$ cat config.mk
export PLATFORM = sky130hd
export DESIGN_NAME = stopwatch_lap
export DESIGN_NICKNAME = d
export VERILOG_FILES = /design/src/rtl/stopwatch_lap.sv
export SDC_FILE = /design/constraint.sdc
export NUM_CORES = 1
export LEC_CHECK = 0
export ABC_AREA = 1
export CORE_AREA = 2 2 154 111
export DETAILED_ROUTE_END_ITERATION = 8
export DIE_AREA = 0 0 156 113
export SYNTH_ARGS = -nofsm -noshare
export SYNTH_HDL_FRONTEND = slang
export SYNTH_SLANG_ARGS = --single-unit
$ cat constraint.sdc
create_clock -name clk1k -period 9.25 [get_ports clk1k]
set_input_delay 0.925 -clock clk1k [delete_from_list [all_inputs] [get_ports clk1k]]
set_output_delay 0.925 -clock clk1k [all_outputs]
set_load 0.05 [all_outputs]
$ cat src/rtl/stopwatch_lap.sv
// stopwatch_lap: 1 kHz stopwatch with synchronised, debounced start/stop and
// lap/clear buttons, centisecond resolution, lap-hold display, clear while
// stopped and a sticky overflow flag. disp_val carries packed BCD mm:ss.cc.
module stopwatch_lap #(
  parameter int TICK_DIV = 10,
  parameter int DEB_CYC  = 20,
  parameter int MAX_MIN  = 59
) (
  input  logic        clk1k,
  input  logic        sw_reset,
  input  logic        sw_strtstop,
  input  logic        sw_lap,
  output logic [31:0] disp_val,
  output logic        running,
  output logic        lap_hold,
  output logic        ovf
);

  localparam int PW = $clog2(TICK_DIV + 1);
  localparam int LW = $clog2(DEB_CYC + 2);
  localparam logic [PW-1:0] PRESC_LAST = PW'(TICK_DIV - 1);
  localparam logic [PW-1:0] PRESC_ZERO = PW'(0);
  localparam logic [LW-1:0] LOCK_LOAD  = LW'(DEB_CYC);
  localparam logic [LW-1:0] LOCK_ZERO  = LW'(0);
  localparam logic [6:0]    MIN_LAST   = 7'(MAX_MIN);

  // Binary 0..99 to two packed BCD digits {tens, ones}.
  function automatic logic [7:0] to_bcd(input logic [6:0] v);
    logic [3:0] tens;
    logic [3:0] ones;
    tens = 4'(v / 7'd10);
    ones = 4'(v % 7'd10);
    return {tens, ones};
  endfunction

  // [0]=first sync flop, [1]=second sync flop, [2]=previous value
  logic [2:0]    ss_sync_r, lap_sync_r;
  logic [LW-1:0] ss_lock_r, lap_lock_r;
  logic [PW-1:0] presc_r;
  logic [6:0]    cs_r, min_r, snap_cs_r, snap_min_r;
  logic [5:0]    sec_r, snap_sec_r;
  logic          running_r, lap_hold_r, ovf_r;
  logic [31:0]   disp_val_r;

  logic ss_edge_s, lap_edge_s, ss_acc_s, lap_acc_s;
  logic lap_set_s, lap_rel_s, clear_s, tick_s;
  logic [6:0] src_cs_s, src_min_s;
  logic [5:0] src_sec_s;

  // Synchronise both raw buttons and keep the previous synchronised value.
  always_ff @(posedge clk1k or negedge sw_reset) begin
    if (!sw_reset) begin
      ss_sync_r  <= 3'b000;
      lap_sync_r <= 3'b000;
    end else begin
      ss_sync_r  <= {ss_sync_r[1:0], sw_strtstop};
      lap_sync_r <= {lap_sync_r[1:0], sw_lap};
    end
  end

  // Edge detect, lock-out gating and decode of the lap/clear action against the pre-edge state.
  always_comb begin
    ss_edge_s  = ss_sync_r[1] & ~ss_sync_r[2];
    lap_edge_s = lap_sync_r[1] & ~lap_sync_r[2];
    ss_acc_s   = ss_edge_s & (ss_lock_r == LOCK_ZERO);
    lap_acc_s  = lap_edge_s & (lap_lock_r == LOCK_ZERO);
    lap_set_s  = lap_acc_s & running_r & ~lap_hold_r;
    lap_rel_s  = lap_acc_s & lap_hold_r;
    clear_s    = lap_acc_s & ~running_r & ~lap_hold_r;
    tick_s     = running_r & (presc_r == PRESC_LAST);
  end

  // Lock-out counters: reload on an accepted edge, then count down to zero.
  always_ff @(posedge clk1k or negedge sw_reset) begin
    if (!sw_reset) begin
      ss_lock_r  <= LOCK_ZERO;
      lap_lock_r <= LOCK_ZERO;
    end else begin
      if (ss_acc_s) begin
        ss_lock_r <= LOCK_LOAD;
      end else if (ss_lock_r != LOCK_ZERO) begin
        ss_lock_r <= ss_lock_r - LW'(1);
      end else begin
        ss_lock_r <= LOCK_ZERO;
      end
      if (lap_acc_s) begin
        lap_lock_r <= LOCK_LOAD;
      end else if (lap_lock_r != LOCK_ZERO) begin
        lap_lock_r <= lap_lock_r - LW'(1);
      end else begin
        lap_lock_r <= LOCK_ZERO;
      end
    end
  end

  // Run/hold state and the lap snapshot taken on the edge that sets lap_hold.
  always_ff @(posedge clk1k or negedge sw_reset) begin
    if (!sw_reset) begin
      running_r  <= 1'b0;
      lap_hold_r <= 1'b0;
      snap_cs_r  <= 7'd0;
      snap_sec_r <= 6'd0;
      snap_min_r <= 7'd0;
    end else begin
      if (ss_acc_s) running_r <= ~running_r;
      if (lap_set_s) begin
        lap_hold_r <= 1'b1;
        snap_cs_r  <= cs_r;
        snap_sec_r <= sec_r;
        snap_min_r <= min_r;
      end else if (lap_rel_s) begin
        lap_hold_r <= 1'b0;
      end
    end
  end

  // Prescaler and mm:ss.cc counters; clear only happens while stopped so it never meets a tick.
  always_ff @(posedge clk1k or negedge sw_reset) begin
    if (!sw_reset) begin
      presc_r <= PRESC_ZERO;
      cs_r    <= 7'd0;
      sec_r   <= 6'd0;
      min_r   <= 7'd0;
      ovf_r   <= 1'b0;
    end else if (clear_s) begin
      presc_r <= PRESC_ZERO;
      cs_r    <= 7'd0;
      sec_r   <= 6'd0;
      min_r   <= 7'd0;
      ovf_r   <= 1'b0;
    end else if (tick_s) begin
      presc_r <= PRESC_ZERO;
      if (cs_r == 7'd99) begin
        cs_r <= 7'd0;
        if (sec_r == 6'd59) begin
          sec_r <= 6'd0;
          if (min_r == MIN_LAST) begin
            min_r <= 7'd0;
            ovf_r <= 1'b1;
          end else begin
            min_r <= min_r + 7'd1;
          end
        end else begin
          sec_r <= sec_r + 6'd1;
        end
      end else begin
        cs_r <= cs_r + 7'd1;
      end
    end else if (running_r) begin
      presc_r <= presc_r + PW'(1);
    end
  end

  // Display source: lap snapshot while holding, otherwise live time.
  always_comb begin
    if (lap_hold_r) begin
      src_cs_s  = snap_cs_r;
      src_sec_s = snap_sec_r;
      src_min_s = snap_min_r;
    end else begin
      src_cs_s  = cs_r;
      src_sec_s = sec_r;
      src_min_s = min_r;
    end
  end

  // Registered BCD display word.
  always_ff @(posedge clk1k or negedge sw_reset) begin
    if (!sw_reset) begin
      disp_val_r <= 32'h0000_0000;
    end else begin
      disp_val_r <= {8'h00, to_bcd(src_min_s), to_bcd({1'b0, src_sec_s}), to_bcd(src_cs_s)};
    end
  end

  assign disp_val = disp_val_r;
  assign running  = running_r;
  assign lap_hold = lap_hold_r;
  assign ovf      = ovf_r;

endmodule

======== After elaboration in Yosys (flattened, before gate mapping) ========
Index checks and enable logic that the tools add are counted.
storage, ports and cells
  word-level logic and storage cells ...... 87
  input port bits ......................... 4
  output and inout port bits .............. 35
  register bits ........................... 87
cells by class
  bitwise operators ....................... 14
  multiplexer cells ....................... 29
  $add $sub $neg .......................... 6
  div/mod/pow operators ................... 6
  eq/ne operators ......................... 4
  reductions and logical operators ........ 13
operators by type and width
  cell                 number
  $mux 7               10
  $mux 6               5
  $mux 5               4
  $add 7x1->7 const B  2
  $div 7x4->7 const B  2
  $mod 7x4->7 const B  2
  $mux 4               3
  $and 1x1->1          10
  $logic_not 5->1      2
  $reduce_bool 2->1    5
  $reduce_bool 5->1    2
  $sub 5x1->5 const B  2
  $div 6x4->7 const B  1
  $eq 7x6->1 const B   1
  $eq 7x7->1 const B   1
  $mod 6x4->7 const B  1
  $mux 1               7
  $add 6x1->6 const B  1
  $eq 6x6->1 const B   1
  $add 4x1->4 const B  1
  $eq 4x4->1 const B   1
  $not 1->1            4
  $reduce_and 4->1     1
  $reduce_and 3->1     1
  2 further kinds      2

======== Longest topological paths before layout ========
Gate-level depths: netlist of run 1.
  depth in word-level cells ............... 7
  mapped depth ............................ 27
  gate-level depth less buffers ........... 26

======== Worst setup path after synthesis of run 1 ========
OpenSTA, ideal clock, no wires.
  path type ............................... register to register
  start ................................... register lap_hold_r (netlist: lap_hold)
  end ..................................... register disp_val_r[10] (netlist: disp_val[10])
  buffers on the path ..................... 1
  data arrival time ....................... 3.208 ns
  clock period less this slack ............ 3.329 ns
  stages on the path, launching flop included .. 26
  slack ................................... 5.921 ns
  library setup time ...................... 0.121 ns
  required time ........................... 9.129 ns
  path through ............................ dfrtp_1 -> inv_2 -> buf_6 -> o21ai_4 -> inv_1 -> ha_1 -> nor2_4 -> nand2_2 -> nand2_2 -> nand2_2 -> nand2_2 -> inv_1 -> ha_1 -> nand2_1 -> nand3_2 -> nand2_4 -> nand2_1 -> nand2_1 -> inv_1 -> ha_1 -> inv_1 -> nand3_4 -> nand3_4 -> nor2_2 -> nand2_1 -> nand2_1
between the ends
  cells in the longest elaborated chain, start to end .. 2
RTL lines
  what                    line  text
  start, declared         42    logic running_r, lap_hold_r, ovf_r;
  start signal, assigned  100   lap_hold_r <= 1'b0;
  start signal, assigned  107   lap_hold_r <= 1'b1;
  start signal, assigned  112   lap_hold_r <= 1'b0;
  $mux 6                  156   if (lap_hold_r) begin
  $mod 6x4->7             32    ones = 4'(v % 7'd10);
  end signal, assigned    172   disp_val_r <= {8'h00, to_bcd(src_min_s), to_bcd({1'b0, src_sec_s}), to_bcd(src_cs_s)};
  end, declared           43    logic [31:0] disp_val_r;
No other way between the ends.
A chain may end at the register's enable or synchronous reset.

======== Worst setup path in the final report of run 1 ========
Same ends and word-level chain as after synthesis.

==> results_dict.tcl, run 1 <==
set metrics [dict create \
    outcome "finished, final reports clean" \
    path_class "flip-flop to flip-flop" \
    async_flop_share_pct 100 \
    cp_top_family "simple AND/OR/NAND/NOR gates" \
    sw_frac_of_total_pct 39.2 \
    n_fill_cell 1655 \
    clk-insertion-delay-late_ns 0.34 \
    grt_pass1_vias 3277 \
    synth_top_area_share_pct 45.5 \
    finalMaxSlewViolations 0 \
    cts_setup_buffers 0 \
    ys.flop_type "dfrtp_1" \
    numClockSinks 86 \
    multi_input_area_um2 2100 \
    cts.htree.levels 3 \
    reg2reg_depth 24 \
    powerDensity_nw_per_um2 271 \
    finalNetCount 631 \
    peakVddDrop_uv 94.9 \
    avgRoutedWirePerCell_um 10.7 \
    core_um2 16100 \
    num_rows 39 \
    avgSynthCellArea_um2 8.15 \
    max_freq_mhz 244 \
    internal-power_uw 912 \
    cts_resized 0 \
    yosysTopAreaCell "dfrtp_1" \
    syn_inst 581 \
    num_vias 3578 \
    ant_nets 0 \
    cts_buffers 9 \
    syn_to_final_growth_pct 16.9 \
    routed_wirelength_mm 8.84 \
    fin_setup_tns_ns 0 \
    worst_setup_path_start_kind "flip-flop" \
    critPathBufInv 5 \
    combinationalPowerShare_pct 38.6 \
    arrival_ns 4.32 \
    dieWidth_um 156 \
    antenna_found_initial 0 \
    hold_violations 0 \
    hold_path_depth 0 \
    setup_viol 0 \
    layout_worst_path_cycle_share_pct 44.2 \
    overflow 0 \
    worstMarginPinSlew_ns 1.11 \
    seq_area_frac_synth_pct 45.5 \
    slowest_delay_ns 1.08 \
    clk_pin_slew_ns 0.06 \
    crit_chain "inv_2 -> o21ai_4 -> inv_1 -> ha_1 -> nor2_4 -> nand2_2 -> nand2_2 -> nand2_2 -> nand2_2 -> inv_1 -> ha_1 -> nand2_1 -> nand3_2 -> nand2_4 -> nand2_1 -> nand2_1 -> inv_1 -> ha_1 -> inv_1 -> nand3_4 -> nand3_4 -> nor2_2 -> nand2_1 -> nand2_1" \
    critPathMaxFanout 34 \
    cts_hold_buf 0 \
    cts_root_buffer "clkbuf_16" \
    drt-vias-per-instance 4.35 \
    grt_max_degree 60 \
    final_common_cell "nand2_1" \
    totalPowerFinal_mw 1.50 \
    grt_pass1_wl_mm 15.6 \
    die_h_um 113 \
    critical_path.slowest_cell "dfrtp_1" \
    p_leak_nw 2.80 \
    switchingPower_uw 587 \
    fin_util_pct 34.5 \
    hold_path_class "flip-flop to flip-flop" \
    drt-initial-drc-count 187 \
    p_clk_share_pct 27.2 \
    path_depth 24 \
    synthesis.area_um2 4730 \
    cap_violations 0 \
    dieArea_um2 17600 \
    diodes 0 \
    ys_ff_latch 86 \
    mostFrequentLayoutCells "nand2_1, inv_1, dfrtp_1, o21ai_0" \
    cts_buffer_depth 2 \
    fin_skew_ns 0.00942 \
    hpwl_mm 6.41 \
    initial_core_util_pct 29.5 \
    power.share.sequential_pct 34.2 \
    pin_count 39 \
    rsz0062_at_grt "false" \
    drc 0 \
    place.gp.congestion 0.814 \
    max_slew_margin_pct 25.8 \
    synth_area_leaders "dfrtp_1, nand2_1, inv_1, o21ai_0, ha_1" \
    worst_setup_path_end_kind "flip-flop" \
    synth_warnings 0 \
    synth_cell_types 44 \
    crit_path_frequent_cell "nand2_1" \
    seq_area_um2 2150 \
    port_buffers 29 \
    worstPathRequired_ns 9.48 \
    grt_usage_pct 10.8 \
    final_layout_size_suffix_gt1_share_pct 13.9 \
    drt-pass1-iter-count 4 \
    synth_edf_count 0 \
    period_needed_ns 4.09 \
    cts_tree "built" \
]
==> synthesized netlist by cell type, drive strengths merged, types with 5 or more instances <==
library cell / number
a21oi: 22
buf: 13
clkbuf: 5
dfrtp: 86
ha: 14
inv: 101
nand2: 158
nand3: 41
nand4: 11
nor2: 31
nor3: 20
o21ai: 51
or2: 6
==> per-layer routing <==
layer  GRT usage [%]  vias up  share of wire, %
met2            15.8       35                42
li1                -     1898                 -
met3            3.03        4               2.8
met1            15.8     1641                55
met5               0        -                 0
met4            2.75        0              0.43
==> through the flow <==
| step | area, um2 | instances | setup WS [ns] | hold WS, ns |
|---|---|---|---|---|
| 2_1_floorplan | 4760 | 589 | 5.92 | 0.331 |
| 4_1_cts | 5540 | 823 | 5.10 | 0.350 |
| 6_report | 5540 | 823 | 5.16 | 0.348 |
| 3_5_place_dp | 5190 | 807 | 5.13 | 0.336 |
| 3_3_place_gp | 5190 | 807 | 5.28 | 0.334 |
| 5_1_grt | 5540 | 823 | 4.69 | 0.370 |
==> final timing paths <==
path | startpoint | to | slack (ns)
max reg2reg | lap_hold | disp_val[10] | 5.16
min in group asynchronous | sw_reset | disp_val[3] | 0.49
max in group asynchronous | sw_reset | disp_val[14] | 7.68
min | lap_sync_r[0] | lap_sync_r[1] | 0.35
min reg2reg | lap_sync_r[0] | lap_sync_r[1] | 0.35
max | lap_hold | disp_val[10] | 5.16
==> state kept, by name (all words and copies together) (netlist names), 4 cells and up <==
register    count
cs_r            7
disp_val       23
lap_lock_r      5
min_r           7
presc_r         4
sec_r           6
snap_cs_r       7
snap_min_r      7
snap_sec_r      6
ss_lock_r       5
==> area by class of cell <==
class                           instances  share of cell area [%]
Inverter                              102                    6.92
Clock buffer                           12                    4.81
Timing Repair Buffer                   31                    5.47
Multi-Input combinational cell        383                    37.9
Sequential cell                        86                    38.9
Tap cell                              205                    4.63
Clock inverter                          4                    1.38
==> kinds of logic (layout without fill, tap and decap cells) <==
family                     count (synthesis)  count (layout)  share of synthesized area, %
AOI/OAI and AO/OA                         84              84                          10.4
xor gates and xnor gates                   4               4                         0.740
adders and majority gates                 14              14                          3.70
buffers and inverters                    120             149                          10.9
DFF                                       86              86                          45.5
muxes                                      1               1                         0.238
other                                      1               9                        0.0792
and+or+nand+nor                          271             271                          28.5
==> power by group through the flow <==
stage	clock, mW	combinational (mW)	sequential (mW)
floorplan	0	0.375	0.599
global placement	0	0.579	0.518
detailed placement	0	0.583	0.519
CTS	0.422	0.587	0.513
global route	0.438	0.656	0.523
finish	0.408	0.579	0.512
==> worst reg2reg max path, cell delays in order, from the launching register on <==
cell and delay (ns):
dfrtp_1 1.08, inv_2 0.39, o21ai_4 0.32, inv_1 0.10, ha_1 0.22, nor2_4 0.15
nand2_2 0.10, nand2_2 0.09, nand2_2 0.05, nand2_2 0.08, inv_1 0.08, ha_1 0.20
nand2_1 0.08, nand3_2 0.12, nand2_4 0.11, nand2_1 0.07, nand2_1 0.09, inv_1 0.05
ha_1 0.17, inv_1 0.10, nand3_4 0.09, nand3_4 0.10, nor2_2 0.05, nand2_1 0.05
nand2_1 0.05
Power figures use the tool's default switching activity.
==> run 2: changes to the inputs <==
Clock period 9.25 ns to 3.9 ns, I/O delays scaled along.
==> run 2 against run 1 <==
Net effect:
- count of clock-buffer cells in the layout unchanged
- first-iteration DRC count increased by 20%
- combinational power increased by 140%
- sequential cell count unchanged
- clock skew increased by 0.00099 ns
- die area unchanged
- sequential power increased by 130%
- cell count increased by 0.12%
- routed wire length decreased by 0.63%
- critical path depth increased by 1
- clock power increased by 140%
- sequential share of layout area decreased by 0.061 points
- highest routed layer unchanged
==> results_dict.tcl, run 2 (synthesized netlist as in run 1, its figures left out) <==
set metrics [dict create \
    outcome "finished, final reports clean" \
    cts_root_buffer "clkbuf_16" \
    path_class "flip-flop to flip-flop" \
    arrival_ns 3.37 \
    avgRoutedWirePerCell_um 10.7 \
    powerDensity_nw_per_um2 641 \
    final_common_cell "nand2_1" \
    worst_setup_path_start_kind "flip-flop" \
    max_slew_margin_pct 39.8 \
    dp_slack_ns 0.757 \
    fin_ws_ns 0.759 \
    period_needed_ns 3.14 \
    numClockSinks 86 \
    overflow 0 \
    drt-vias-per-instance 4.34 \
    clk_pin_slew_ns 0.07 \
    clk-insertion-delay-late_ns 0.34 \
    final_layout_size_suffix_gt1_share_pct 14.1 \
    port_buffers 29 \
    cts_hold_buf 0 \
    worstMarginPinSlew_ns 0.903 \
    ant_nets 0 \
    hold_violations 0 \
    setup_viol 0 \
    hold_path_class "input port to async pin" \
    stdcell_count 824 \
    rsz0062_at_grt "false" \
    finalNetCount 632 \
    cts_resized 0 \
    cap_violations 0 \
    worst_setup_path_end_kind "flip-flop" \
    hpwl_mm 6.33 \
    drt-pass1-iter-count 4 \
    fin_skew_ns 0.0104 \
    dieWidth_um 156 \
    worst_hold_slack_ns 0.164 \
    fin_setup_tns_ns 0 \
    p_leak_nw 2.81 \
    num_rows 39 \
    num_vias 3579 \
    layout_worst_path_cycle_share_pct 80.5 \
    antenna_found_initial 0 \
    grt_pass1_wl_mm 15.4 \
    dp_cells 808 \
    place.gp.congestion 0.777 \
    grt_usage_pct 10.8 \
    cts_buffer_depth 2 \
    die_h_um 113 \
    cts.htree.levels 3 \
    pin_count 39 \
    dieArea_um2 17600 \
    max_freq_mhz 318 \
    diodes 0 \
    grt_max_degree 73 \
    finalMaxSlewViolations 0 \
    drc 0 \
    grt_pass1_vias 3367 \
    core_um2 16100 \
    largest_register_ffs 23 \
    worstPathRequired_ns 4.13 \
    drt-initial-drc-count 224 \
    routed_wirelength_mm 8.78 \
    initial_core_util_pct 29.5 \
    cts_tree "built" \
    cts_setup_buffers 0 \
    mostFrequentLayoutCells "nand2_1, inv_1, dfrtp_1, o21ai_0" \
    cts_buffers 9 \
    peakVddDrop_uv 228 \
    critPathMaxFanout 15 \
    syn_to_final_growth_pct 17.1 \
]
-- run 2: where the power goes --
group / switching (mW) / leakage [nW] / total [mW] / internal (mW)
clock: 0.356 / 0.169 / 0.972 / 0.616
combinational: 0.930 / 1.50 / 1.40 / 0.474
sequential: 0.0998 / 1.14 / 1.18 / 1.08
-- run 2: stage by stage --
step	area [um2]	util, %	power (mW)
2_1_floorplan	4760	-	2.31
3_3_place_gp	5200	32.4	2.60
3_5_place_dp	5200	32.4	2.62
4_1_cts	5540	34.5	3.61
5_1_grt	5540	34.5	3.83
6_report	5540	34.5	3.55
-- run 2: area by class of cell --
type                       instances  area, um2
inverter                         102        383
multi-input combinational        383       2100
clock buffer                      12        267
clock inverter                     4       77.6
timing repair buffer              32        310
sequential                        86       2150
tap                              205        256
fill                            1655      10500
-- run 2: worst max-delay path, cell delays in order (launching register included) --
cell and delay [ns]:
dfrtp_1 0.38, inv_2 0.27, nand2_4 0.08, o21ai_4 0.11, inv_1 0.11, ha_1 0.23
nor2_4 0.15, nand2_2 0.10, nand2_2 0.09, nand2_2 0.05, nand2_2 0.07, inv_1 0.07
ha_1 0.20, nand2_1 0.09, nand3_2 0.12, nand2_4 0.10, nand2_1 0.07, nand2_1 0.09
inv_1 0.05, ha_1 0.17, inv_1 0.10, nand3_4 0.09, nand3_4 0.09, nor2_2 0.05
nand2_1 0.05, nand2_1 0.05
-- run 2: layer usage --
layer | share of wire, % | global-route usage [%] | vias up
met3 | 3.2 | 3.03 | 10
li1 | - | - | 1900
met4 | 1.2 | 3.30 | 0
met5 | 0 | 0 | -
met1 | 53 | 14.8 | 1632
met2 | 42 | 16.6 | 37
-- run 2: path summary, 6_finish.rpt --
check / from / endpoint / slack [ns] / depth (start not counted)
max: lap_hold / disp_val[10] / 0.76 / 25
min: sw_reset / disp_val[3] / 0.16 / 1
max reg2reg: lap_hold / disp_val[10] / 0.76 / 25
min reg2reg: lap_sync_r[0] / lap_sync_r[1] / 0.35 / 0
max in group asynchronous: sw_reset / disp_val[16] / 2.97 / 2
min in group clk1k: lap_sync_r[0] / lap_sync_r[1] / 0.35 / 0
